`config.mk`:
```
export PLATFORM = sky130hd
export DESIGN_NAME = bwt_req_issue
export DESIGN_NICKNAME = d
export VERILOG_FILES = /design/src/rtl/bwt_req_issue_pkg.sv /design/src/rtl/req_fifo.sv /design/src/rtl/bwt_req_issue.sv
export SDC_FILE = /design/constraint.sdc
export NUM_CORES = 1
export LEC_CHECK = 0
export CAP_MARGIN = 15
export CELL_PAD_IN_SITES_DETAIL_PLACEMENT = 1
export CELL_PAD_IN_SITES_GLOBAL_PLACEMENT = 2
export CORE_MARGIN = 1.5
export CORE_UTILIZATION = 45
export DETAILED_ROUTE_END_ITERATION = 10
export GPL_TIMING_DRIVEN = 0
export PLACE_DENSITY_LB_ADDON = 0.15
export SLEW_MARGIN = 15
export SYNTH_ARGS = -nofsm -noshare
export SYNTH_HDL_FRONTEND = slang
export SYNTH_HIERARCHICAL = 1
export SYNTH_SLANG_ARGS = --single-unit
```
`constraint.sdc`:
```
create_clock -name clk -period 18.6 [get_ports clk]
set_input_delay 3.72 -clock clk [delete_from_list [all_inputs] [get_ports clk]]
set_output_delay 3.72 -clock clk [all_outputs]
set_load 0.03 [all_outputs]
```
`src/rtl/bwt_req_issue_pkg.sv`:
```
// Shared widths and encodings for the BWT memory-request issue stage.
package bwt_req_issue_pkg;

  localparam int READ_NUM_WIDTH_DEF = 6;
  localparam int ADDR_W             = 42;

  // Request kind carried in the low two tag bits; 2'b11 is reserved.
  typedef enum logic [1:0] {
    KIND_K  = 2'b00,
    KIND_L  = 2'b01,
    KIND_KL = 2'b10
  } kind_e;

  typedef enum logic [1:0] {
    IDLE    = 2'd0,
    ISSUE_K = 2'd1,
    ISSUE_L = 2'd2
  } state_e;

endpackage

```
`src/rtl/req_fifo.sv`:
```
// Power-of-two request FIFO exposing the head entry and the entry behind it.
module req_fifo #(
  parameter int WIDTH = 8,
  parameter int DEPTH = 8
) (
  input  logic                     clk,
  input  logic                     rst,
  input  logic                     push,
  input  logic                     pop,
  input  logic [WIDTH-1:0]         push_data,
  output logic [WIDTH-1:0]         head_data,
  output logic [WIDTH-1:0]         next_data,
  output logic [$clog2(DEPTH):0]   count
);

  localparam int PTR_W = $clog2(DEPTH);

  logic [WIDTH-1:0] mem [DEPTH];
  logic [PTR_W-1:0] wr_ptr;
  logic [PTR_W-1:0] rd_ptr;
  logic             push_ok;
  logic             pop_ok;

  // A push into a full FIFO is dropped rather than corrupting the head.
  assign push_ok = push && (count != (PTR_W+1)'(DEPTH));
  assign pop_ok  = pop && (count != '0);

  // NOTE: sequential state uses non-blocking assignments so every flop samples pre-edge values.
  always_ff @(posedge clk or negedge rst) begin
    if (!rst) begin
      wr_ptr <= '0;
      rd_ptr <= '0;
      count  <= '0;
    end else begin
      if (push_ok) wr_ptr <= wr_ptr + {{(PTR_W-1){1'b0}}, 1'b1};
      if (pop_ok)  rd_ptr <= rd_ptr + {{(PTR_W-1){1'b0}}, 1'b1};
      case ({push_ok, pop_ok})
        2'b10:   count <= count + {{PTR_W{1'b0}}, 1'b1};
        2'b01:   count <= count - {{PTR_W{1'b0}}, 1'b1};
        default: count <= count;
      endcase
    end
  end

  // NOTE: storage has no reset; pointers and count alone define which entries are valid.
  always_ff @(posedge clk) begin
    if (push_ok) mem[wr_ptr] <= push_data;
  end

  assign head_data = mem[rd_ptr];
  assign next_data = mem[rd_ptr + {{(PTR_W-1){1'b0}}, 1'b1}];

endmodule

```
`src/rtl/bwt_req_issue.sv`:
```
// Queues k/l occurrence-table lookups and issues them as memory reads, merging k==l.
module bwt_req_issue
  import bwt_req_issue_pkg::*;
#(
  parameter int READ_NUM_WIDTH = READ_NUM_WIDTH_DEF,
  parameter int DEPTH          = 8,
  parameter int SLACK          = 2
) (
  input  logic                        clk,
  input  logic                        rst,
  input  logic                        req_valid,
  input  logic [READ_NUM_WIDTH-1:0]   req_read_num,
  input  logic [ADDR_W-1:0]           req_addr_k,
  input  logic [ADDR_W-1:0]           req_addr_l,
  output logic                        stall,
  output logic                        mem_req_valid,
  output logic [ADDR_W-1:0]           mem_req_addr,
  output logic [READ_NUM_WIDTH+1:0]   mem_req_tag,
  input  logic                        mem_req_ready,
  output logic [$clog2(DEPTH):0]      fifo_count,
  output logic [15:0]                 issued_count
);

  localparam int CNT_W   = $clog2(DEPTH) + 1;
  localparam int ENTRY_W = READ_NUM_WIDTH + 2 * ADDR_W;

  state_e                    state, state_n;
  kind_e                     kind;
  logic [ENTRY_W-1:0]        head_data, next_data;
  logic [READ_NUM_WIDTH-1:0] head_rn, unused_next_rn;
  logic [ADDR_W-1:0]         head_k, head_l, next_k, next_l;
  logic                      head_merged, next_merged;
  logic                      push, pop;

  assign head_rn        = head_data[ENTRY_W-1 -: READ_NUM_WIDTH];
  assign head_k         = head_data[2*ADDR_W-1 -: ADDR_W];
  assign head_l         = head_data[ADDR_W-1:0];
  assign unused_next_rn = next_data[ENTRY_W-1 -: READ_NUM_WIDTH];
  assign next_k         = next_data[2*ADDR_W-1 -: ADDR_W];
  assign next_l         = next_data[ADDR_W-1:0];
  assign head_merged    = (head_k == head_l);
  assign next_merged    = (next_k == next_l);

  // Back-pressure comes from the registered count so it never depends on req_valid.
  assign stall = (fifo_count >= CNT_W'(DEPTH - SLACK));
  assign push  = req_valid && !stall;
  assign pop   = (state == ISSUE_L) && mem_req_ready;

  req_fifo #(
    .WIDTH (ENTRY_W),
    .DEPTH (DEPTH)
  ) u_fifo (
    .clk       (clk),
    .rst       (rst),
    .push      (push),
    .pop       (pop),
    .push_data ({req_read_num, req_addr_k, req_addr_l}),
    .head_data (head_data),
    .next_data (next_data),
    .count     (fifo_count)
  );

  always_ff @(posedge clk or negedge rst) begin
    if (!rst) state <= IDLE;
    else      state <= state_n;
  end

  // NOTE: every output of this block gets a default first, so no path can infer a latch.
  always_comb begin
    state_n       = state;
    mem_req_valid = 1'b0;
    mem_req_addr  = '0;
    kind          = KIND_K;
    mem_req_tag   = '0;
    case (state)
      IDLE: begin
        if (fifo_count != '0) state_n = head_merged ? ISSUE_L : ISSUE_K;
      end
      ISSUE_K: begin
        mem_req_valid = 1'b1;
        mem_req_addr  = head_k;
        mem_req_tag   = {head_rn, KIND_K};
        if (mem_req_ready) state_n = ISSUE_L;
      end
      ISSUE_L: begin
        kind          = head_merged ? KIND_KL : KIND_L;
        mem_req_valid = 1'b1;
        mem_req_addr  = head_merged ? head_k : head_l;
        mem_req_tag   = {head_rn, kind};
        // The entry behind the head decides whether the next issue is merged.
        if (mem_req_ready) begin
          if (fifo_count > CNT_W'(1)) state_n = next_merged ? ISSUE_L : ISSUE_K;
          else                        state_n = IDLE;
        end
      end
      default: state_n = IDLE;
    endcase
  end

  always_ff @(posedge clk or negedge rst) begin
    if (!rst)                                issued_count <= '0;
    else if (mem_req_valid && mem_req_ready) issued_count <= issued_count + 16'd1;
  end

endmodule

```
==> metrics, run 1 <==
post-synth net total=between 1,500 and 2,000; Top cell by count, worst path=clkbuf_1; Pre-Repair DR Iteration Count=5; syn avg cell area=roughly 21 sq um; Multi-input gate area=~12,000 sq um; hpwl dp=77.03 mm; final cycle utilization of the critical path=a little over half; PwrDens=about 190 nW/um^2; full die area=about 80,000 sq um; overall power=between 7000 and 8000 uW; drt wl/cell=roughly 35 microns; final count of negative-setup-slack endpoints=0; Final Skew=between 0.02 and 0.025 ns; status=finished, final reports clean; Starting Density=between 40% and 50%; Reg power frac=about 27%; Resized Gates After CTS=0; worst skew pair latency=between 0.6 and 0.7 ns; Max-cap violations=0; GP Congestion=between 0.8 and 0.9; DR vias/cell=6.235; number of global-route vias before repair=slightly above 20,000; hold crit path type=flip-flop to flip-flop; Gate Count Post-Synth=~1,700; CP required=between 10 and 15 ns; Clock power frac=approximately a fifth; Cell Chain, Critical Path=clkbuf_1 > clkbuf_1 > mux2_2 > xnor2_1 > nand4_1 > nor4_4 > a41o_1 > buf_6 > buf_12 > a22o_1 > clkdlybuf4s50_1; max-slew violations=0; diodes inserted=0; CTS tree=done; Total Nets Final=~2,100; drt drc=0; pin count of the biggest net entering global routing=29; CP Capture Type=output pin; Root Driver=clkbuf_16; Lkg Pwr=around 0.013 uW; Worst Setup Start Kind=flip-flop; GRT Overall Usage=between 20% and 30%; headroom to the max-slew limit=between 20% and 30%; hold_buf cts=0; CORE AREA=77,340 sq um; final WL=107.9 mm; worst vdd ir=~0.08 mV; grt ovf=0; deepest clock path buffer count=3; initial antenna violation count=7; WS Path Type=flip-flop to output pin; setup tns final=0 ns; peak fanout along the critical path=10; Pint=4829 uW; Yosys warning total=6; placed insts=~3,000; max incr delay on CP=about 0.9 ns; fin worst setup slack=between 8 and 9 ns; Least-Margin Pin Slew=roughly 1.2 ns; routed via count=slightly below 20,000; FP Rows=roughly 100; Filler cells=a little under 7,000; minimum clock period=slightly above 10 ns; CP max-delay cell=clkbuf_1; post-synthesis cell area=approximately 35,000 sq um; Clock transition at path regs=0.06 ns; Final ANT Viol Nets=0; Clock Sinks=748; Top Ports=around 170; TritonCTS Buffers=83; Die Span X=~280 microns; FMAX=between 90 and 100 MHz; Iteration-0 DRC Markers=1,675; NetSw=approximately 3000 uW; Worst Path Arrival=between 6 and 7 ns; post-route insts no fill=3,117; sequential cell area=22,320 sq um; P&R area growth vs syn=18.90%; share of layout cells above drive strength 1=between 40% and 50%; Hold Vio Cnt, Final=0; number of H-tree levels=3; Die Y=282.2 microns; Combinational Power Share=52.7%; number of I/O port buffers=approximately 170; RSZ-0062 raised after global routing=no; post-CTS setup buffers=0; Switching Fraction=~39%; pre-CTS setup slack=9.104 ns; first-pass GRT wire length=~150 mm
worst max-delay path, delay by kind of cell, from the launching register on:
kind | cells | cell delay (ns)
flip-flops | 1 | 0.39
multiplexers | 1 | 0.46
XOR/XNOR | 1 | 0.66
AND/OR/NAND/NOR | 2 | 0.87
buffers and inverters | 5 | 2.72
AO/OA/AOI/OAI | 2 | 0.59
final timing paths:
| check | start | endpoint | slack (ns) | cells after the start |
|---|---|---|---|---|
| worst max-delay path | u_fifo/rd_ptr[2] | mem_req_addr[33] | 8.52 | 11 |
| worst min-delay path | issued_count[15] | issued_count[15] | 0.48 | 1 |
| worst max register to register | u_fifo/rd_ptr[0] | state[0] | 13.53 | 11 |
| worst min register to register | issued_count[15] | issued_count[15] | 0.48 | 1 |
| max in group asynchronous | rst | state[1] | 15.02 | 1 |
| min in group asynchronous | rst | u_fifo/count[3] | 3.13 | 1 |
power by group through the flow:
stage          Sequential, uW  Clock (uW)  Combinational, uW
2_1_floorplan            2210           0               2620
3_3_place_gp             2260           0               4060
3_5_place_dp             2180           0               4170
4_1_cts                  2150        1610               4190
5_1_grt                  2170        1670               4350
6_report                 2150        1580               4160
per-layer routing:
| layer | track usage [%] | vias to the layer above | wire [microns] |
|---|---|---|---|
| li1 | - | 7843 | - |
| met1 | 36.66 | 10650 | 43210 |
| met2 | 45.71 | 770 | 53710 |
| met3 | 6.277 | 156 | 8062 |
| met4 | 8.063 | 14 | 2808 |
| met5 | 0 | - | 93 |
metrics by stage:
step	area (sq um)	hold WS, ns	util [%]
CTS	41710	0.4974	53.94
finish	41710	0.4823	53.94
global route	41710	0.5267	53.94
detailed placement	39120	0.4853	50.58
global placement	38040	0.4586	49.18
floorplan	35080	0.5263	-
flip-flops by register name, summed over array words and instances, names as in the netlist:
register,count
issued_count,16
state,2
u_fifo/count,4
u_fifo/mem,720
u_fifo/rd_ptr,3
u_fifo/wr_ptr,3
layout by cell type (no fill, tap or decap), drive strengths merged, types with 28 or more instances in the layout:
cell type and n:
mux2 177, buf 179, dfrtp 28, clkinv 32
mux4 348, clkbuf 135, clkdlybuf4s50 164, a22o 42
xnor2 102, edfxtp 720
layout make-up:
type | count | share of cell area, %
Inverter | 9 | 0.08099
Timing Repair Buffer | 261 | 6.422
Clock buffer | 108 | 5.432
Buffer | 109 | 1.782
Sequential cell | 748 | 53.51
Multi-Input combinational cell | 801 | 28.87
Tap cell | 1040 | 3.119
Clock inverter | 41 | 0.7829
(Power assumes the default switching activity.)
==> run 2: changes to the inputs <==
CORE_UTILIZATION = 43   (was 45)
clock period = 8.9 ns   (was 18.6 ns; I/O delays follow)
==> metrics, run 2 (synthesis gave the netlist of run 1 again) <==
status=finished with violations; failing checks=DRC; Max-cap violations=0 (unchanged); pin count of the biggest net entering global routing=29 (unchanged); number of global-route vias before repair=20,640 (+0.41%); Clock Sinks=748 (unchanged); number of H-tree levels=3 (unchanged); Combinational Power Share=52.2% (-0.5 points); largest delay contributor family on the critical path=buffers and inverters; P&R area growth vs syn=19.55%; GRT Overall Usage=26.69% (-0.90 points); hold crit path type=flip-flop to flip-flop; FMAX=~120 MHz; Iteration-0 DRC Markers=2,028 (+21%); RSZ-0062 raised after global routing=no; CORE AREA=80,680 sq um (+4.3%); CP required=7.12 ns (-7.76 ns); Starting Density=43.49% (-1.9 points); grt ovf=0 (unchanged); TritonCTS Buffers=83 (unchanged); Resized Gates After CTS=0 (unchanged); drt drc=16 (+16); hpwl dp=77.29 mm (+0.35%); max-slew violations=0 (unchanged); FP Rows=104 (+2.0%); routed via count=19,450 (+0.072%); Top reg by flops=u_fifo/mem; Hold Vio Cnt, Final=0 (unchanged); Least-Margin Pin Slew=1.063 ns (-0.1360 ns); Switching Fraction=38.75% (-0.078 points); Pint=10,240 uW (+110%); Reg power frac=26.9% (-0.3 points); post-CTS setup buffers=0 (unchanged); final WL=109.6 mm (+1.6%); Cell Chain, Critical Path=buf_4 > buf_2 > buf_2 > mux4_2 > mux2_2 > xnor2_1 > nand4_1 > nor4_4 > a41o_1 > buf_6 > buf_12 > a22o_1 > clkdlybuf4s50_1; Root Driver=clkbuf_16; Top cell by count, worst path=buf_2; full die area=83,310 sq um (+4.6%); Clock transition at path regs=0.06 ns (about the same); fin worst setup slack=0.7285 ns (-7.794 ns); WS Path Type=flip-flop to output pin; DR vias/cell=6.194 (-0.66%); final cycle utilization of the critical path=about 90%; Lkg Pwr=0.01341 uW (+0.41%); max reg flops=720 (unchanged); crit path buf inv count=6 (+1); worst skew pair latency=0.65 ns (+0.02 ns); CP max-delay cell=xnor2_1; Final Skew=0.02491 ns (+0.004350 ns); Worst Setup Start Kind=flip-flop; Die Span X=288.6 microns (+2.3%); Pre-Repair DR Iteration Count=10 (+5); commonest cells after routing, fill and taps aside=edfxtp_1 (720), mux4_2 (348), mux2_2 (176), clkdlybuf4s50_1 (164), xnor2_1 (102); Die Y=288.6 microns (+2.3%); Clock power frac=20.9% (+0.8 points); biggest regs=u_fifo/mem (720), issued_count (16), u_fifo/count (4); CTS tree=done; worst vdd ir=0.2592 mV (+220%); Top Ports=166 (unchanged); pre-CTS setup slack=1.439 ns (-7.665 ns); GP Congestion=0.7839 (-3.5%); first-pass GRT wire length=154.2 mm (+1.6%); headroom to the max-slew limit=29.11% (+9.1 points); number of I/O port buffers=165 (unchanged); CP Capture Type=output pin; Worst Path Arrival=6.39 ns (+0.03 ns); Total Nets Final=2,113 (-0.24%); setup tns final=0 ns (unchanged); final count of negative-setup-slack endpoints=0 (unchanged); initial antenna violation count=8 (+1); share of layout cells above drive strength 1=40.08% (+0.067 points); minimum clock period=~8 ns; peak fanout along the critical path=10 (unchanged); deepest clock path buffer count=3 (unchanged); PwrDens=398.7 nW/um^2 (+110%); commonest non-fill, non-tap cell in the layout=edfxtp_1; Final ANT Viol Nets=0 (unchanged); max incr delay on CP=0.73 ns (-0.17 ns); NetSw=6480 uW (+110%); drt wl/cell=34.90 microns (+0.82%); hold_buf cts=0 (unchanged)
## run 2: area by class of cell
class | instances | area [sq um]
antenna | 4 | 10.01
clock buffer | 104 | 2198
buffer | 109 | 744.5
clock inverter | 49 | 539.3
tap | 1060 | 1326
timing repair buffer | 256 | 2719
inverter | 9 | 33.78
sequential | 748 | 22320
fill | 7186 | 38730
multi-input combinational | 801 | 12050
## run 2: worst paths after layout
kind,from,slack (ns),depth (start not counted),end
worst max-delay path,u_fifo/rd_ptr[1],0.73,13,mem_req_addr[9]
worst min-delay path,issued_count[9],0.49,1,issued_count[9]
worst max register to register,u_fifo/rd_ptr[0],3.87,11,state[0]
worst min register to register,issued_count[9],0.49,1,issued_count[9]
max in group asynchronous,rst,7.25,1,state[0]
min in group asynchronous,rst,1.19,1,issued_count[14]
## run 2: power by group through the flow
stage / Clock, uW / Combinational, uW / Sequential [uW]
after CTS: 3560 / 8810 / 4490
final: 3500 / 8730 / 4490
after global placement: 0 / 8540 / 4700
after floorplan: 0 / 5480 / 4600
after detailed placement: 0 / 8760 / 4560
after global routing: 3670 / 9120 / 4530
## run 2: per-layer routing
metal / up-vias / wire length [microns] / global-route usage, %
met5: - / 35 / 0
met4: 6 / 3141 / 8.268
met3: 164 / 7358 / 5.632
met2: 736 / 54040 / 43.40
met1: 10690 / 45000 / 36.26
li1: 7854 / - / -
## run 2: through the flow
stage	utilization [%]	power, uW	area [sq um]	std cells	hold WS, ns
2_1_floorplan	-	10090	35090	1667	0.5424
3_3_place_gp	47.19	13240	38070	2892	0.4622
3_5_place_dp	48.58	13320	39200	2983	0.4855
4_1_cts	51.98	16860	41930	3136	0.4935
5_1_grt	51.99	17330	41940	3139	0.5142
6_report	51.99	16720	41940	3140	0.4903
## run 2: worst register-to-register path: stages (launching register included)
cell and delay (ns):
dfrtp_1 0.35, buf_2 0.48, buf_6 0.27, buf_2 0.50
buf_2 0.48, mux4_2 0.37, mux2_2 0.32, xnor2_1 0.53
nand4_1 0.27, nor3_1 0.75, a31oi_1 0.22, a221o_1 0.39
==> run 3: changes to the inputs <==
SLEW_MARGIN = not set   (was 15)
==> metrics, run 3 (synthesis gave the netlist of run 1 again) <==
biggest regs=u_fifo/mem (720), issued_count (16), u_fifo/count (4); number of global-route vias before repair=20,590 (-0.25%); Top reg by flops=u_fifo/mem; Final Util=51.82% (-0.17 points); sequential cell area=22,320 sq um (unchanged); status=finished with violations; Cell Chain, Critical Path=buf_4 > buf_2 > buf_2 > mux4_2 > mux2_2 > xnor2_1 > nand4_1 > nor4_4 > a41o_1 > buf_6 > buf_12 > a22o_1 > clkdlybuf4s50_1; Top Ports=166 (unchanged); NetSw=6445 uW (-0.55%); FP Rows=104 (unchanged); hold_buf cts=0 (unchanged); Multi-input gate area=12,050 sq um (unchanged); Clock transition at path regs=0.06 ns (about the same); largest delay contributor family on the critical path=buffers and inverters; Top cell by count, worst path=buf_2; hold crit path type=flip-flop to flip-flop; max-slew violations=0 (unchanged); P&R area growth vs syn=19.17%; full die area=83,310 sq um (unchanged); Die Y=288.6 microns (unchanged); RSZ-0062 raised after global routing=no; Lkg Pwr=0.01330 uW (-0.81%); CP Capture Type=output pin; peak fanout along the critical path=10 (unchanged); Root Driver=clkbuf_16; commonest non-fill, non-tap cell in the layout=edfxtp_1; GP Congestion=0.7839 (unchanged); Filler cells=7,228 (+0.58%); Clock power frac=20.5% (-0.4 points); CP required=7.12 ns (about the same); Total Nets Final=2,097 (-0.76%); commonest cells after routing, fill and taps aside=edfxtp_1 (720), mux4_2 (348), mux2_2 (176), clkdlybuf4s50_1 (165), xnor2_1 (102); Worst Setup Start Kind=flip-flop; FMAX=122.8 MHz (+0.35%); hpwl dp=76.60 mm (-0.89%); deepest clock path buffer count=3 (unchanged); routed via count=19,330 (-0.60%); share of layout cells above drive strength 1=39.90% (-0.17 points); final count of negative-setup-slack endpoints=0 (unchanged); post-route insts no fill=3,118 (-0.70%); Pint=10,160 uW (-0.80%); worst skew pair latency=0.64 ns (about the same); first-pass GRT wire length=153.6 mm (-0.38%); Iteration-0 DRC Markers=1,928 (-4.9%); TritonCTS Buffers=83 (unchanged); number of I/O port buffers=165 (unchanged); final WL=108.6 mm (-0.87%); reg2reg start=u_fifo/rd_ptr[0]; pre-CTS setup slack=1.456 ns (+0.01677 ns); worst vdd ir=0.2091 mV (-19%); Starting Density=43.49% (unchanged); pin count of the biggest net entering global routing=22 (-24%); max incr delay on CP=0.73 ns (about the same); failing checks=DRC; Least-Margin Pin Slew=1.057 ns (-0.006303 ns); Switching Fraction=38.81% (+0.059 points); WS Path Type=flip-flop to output pin; number of H-tree levels=3 (unchanged); PwrDens=397.1 nW/um^2 (-0.38%); final cycle utilization of the critical path=91.49% (-0.32 points); hold wc startpoint=issued_count[15]; Resized Gates After CTS=0 (unchanged); Reg power frac=27.1% (+0.2 points); drt drc=16 (unchanged); Final Skew=0.01648 ns (-0.008428 ns); Die Span X=288.6 microns (unchanged); headroom to the max-slew limit=29.53% (+0.42 points); fin area=41,810 sq um (-0.32%); max reg flops=720 (unchanged); Worst Path Arrival=6.36 ns (-0.03 ns); minimum clock period=8.143 ns (-0.02887 ns); GRT Overall Usage=26.58% (-0.10 points); Combinational Power Share=52.4% (+0.2 points); Hold Vio Cnt, Final=0 (unchanged); fin worst setup slack=0.7574 ns (+0.02887 ns); grt ovf=0 (unchanged); initial antenna violation count=10 (+2); Cell Area, Placed=39,130 sq um (-0.18%); Clock Sinks=748 (unchanged); CORE AREA=80,680 sq um (unchanged); CP max-delay cell=xnor2_1; CTS tree=done; Final ANT Viol Nets=0 (unchanged); post-CTS setup buffers=0 (unchanged); Pre-Repair DR Iteration Count=10 (unchanged); placed insts=2,967 (-0.54%); crit path buf inv count=6 (unchanged); Max-cap violations=0 (unchanged); drt wl/cell=34.84 microns (-0.17%); critical path launch point=u_fifo/rd_ptr[1]; DR vias/cell=6.200 (about the same)
[run 3: routing by layer]
metal	track usage [%]	wire, microns	up-vias
li1	-	-	7815
met1	35.74	44120	10530
met2	42.93	52760	801
met3	6.106	8006	173
met4	8.971	3658	10
met5	0	66	-
[run 3: area by class of cell]
cell class	instances	area share, %
buffer	109	1.778
antenna	3	0.01796
inverter	9	0.08080
multi-input combinational	801	28.82
clock buffer	101	5.279
tap	1060	3.172
timing repair buffer	240	6.341
sequential	748	53.39
clock inverter	47	1.119
[run 3: worst paths after layout]
check	to	slack [ns]	cells past startpoint
max	mem_req_addr[12]	0.76	13
min	issued_count[15]	0.49	1
max reg2reg	state[0]	3.90	11
min reg2reg	issued_count[15]	0.49	1
max in group asynchronous	state[1]	6.83	2
min in group asynchronous	issued_count[0]	1.55	1
[run 3: power by group through the flow]
stage               Combinational (uW)  Clock [uW]  Sequential [uW]
detailed placement                8740           0             4560
global placement                  8540           0             4700
floorplan                         5480           0             4600
finish                            8700        3410             4490
CTS                               8790        3480             4490
global route                      9100        3590             4530
[run 3: per-stage QoR]
step,total power (uW),setup TNS [ns],hold slack [ns]
after floorplan,10090,-22.58,0.5424
after global placement,13240,-4633.03,0.4622
after detailed placement,13300,0,0.4790
after CTS,16760,0,0.4929
after global routing,17220,0,0.5073
final,16600,0,0.4877
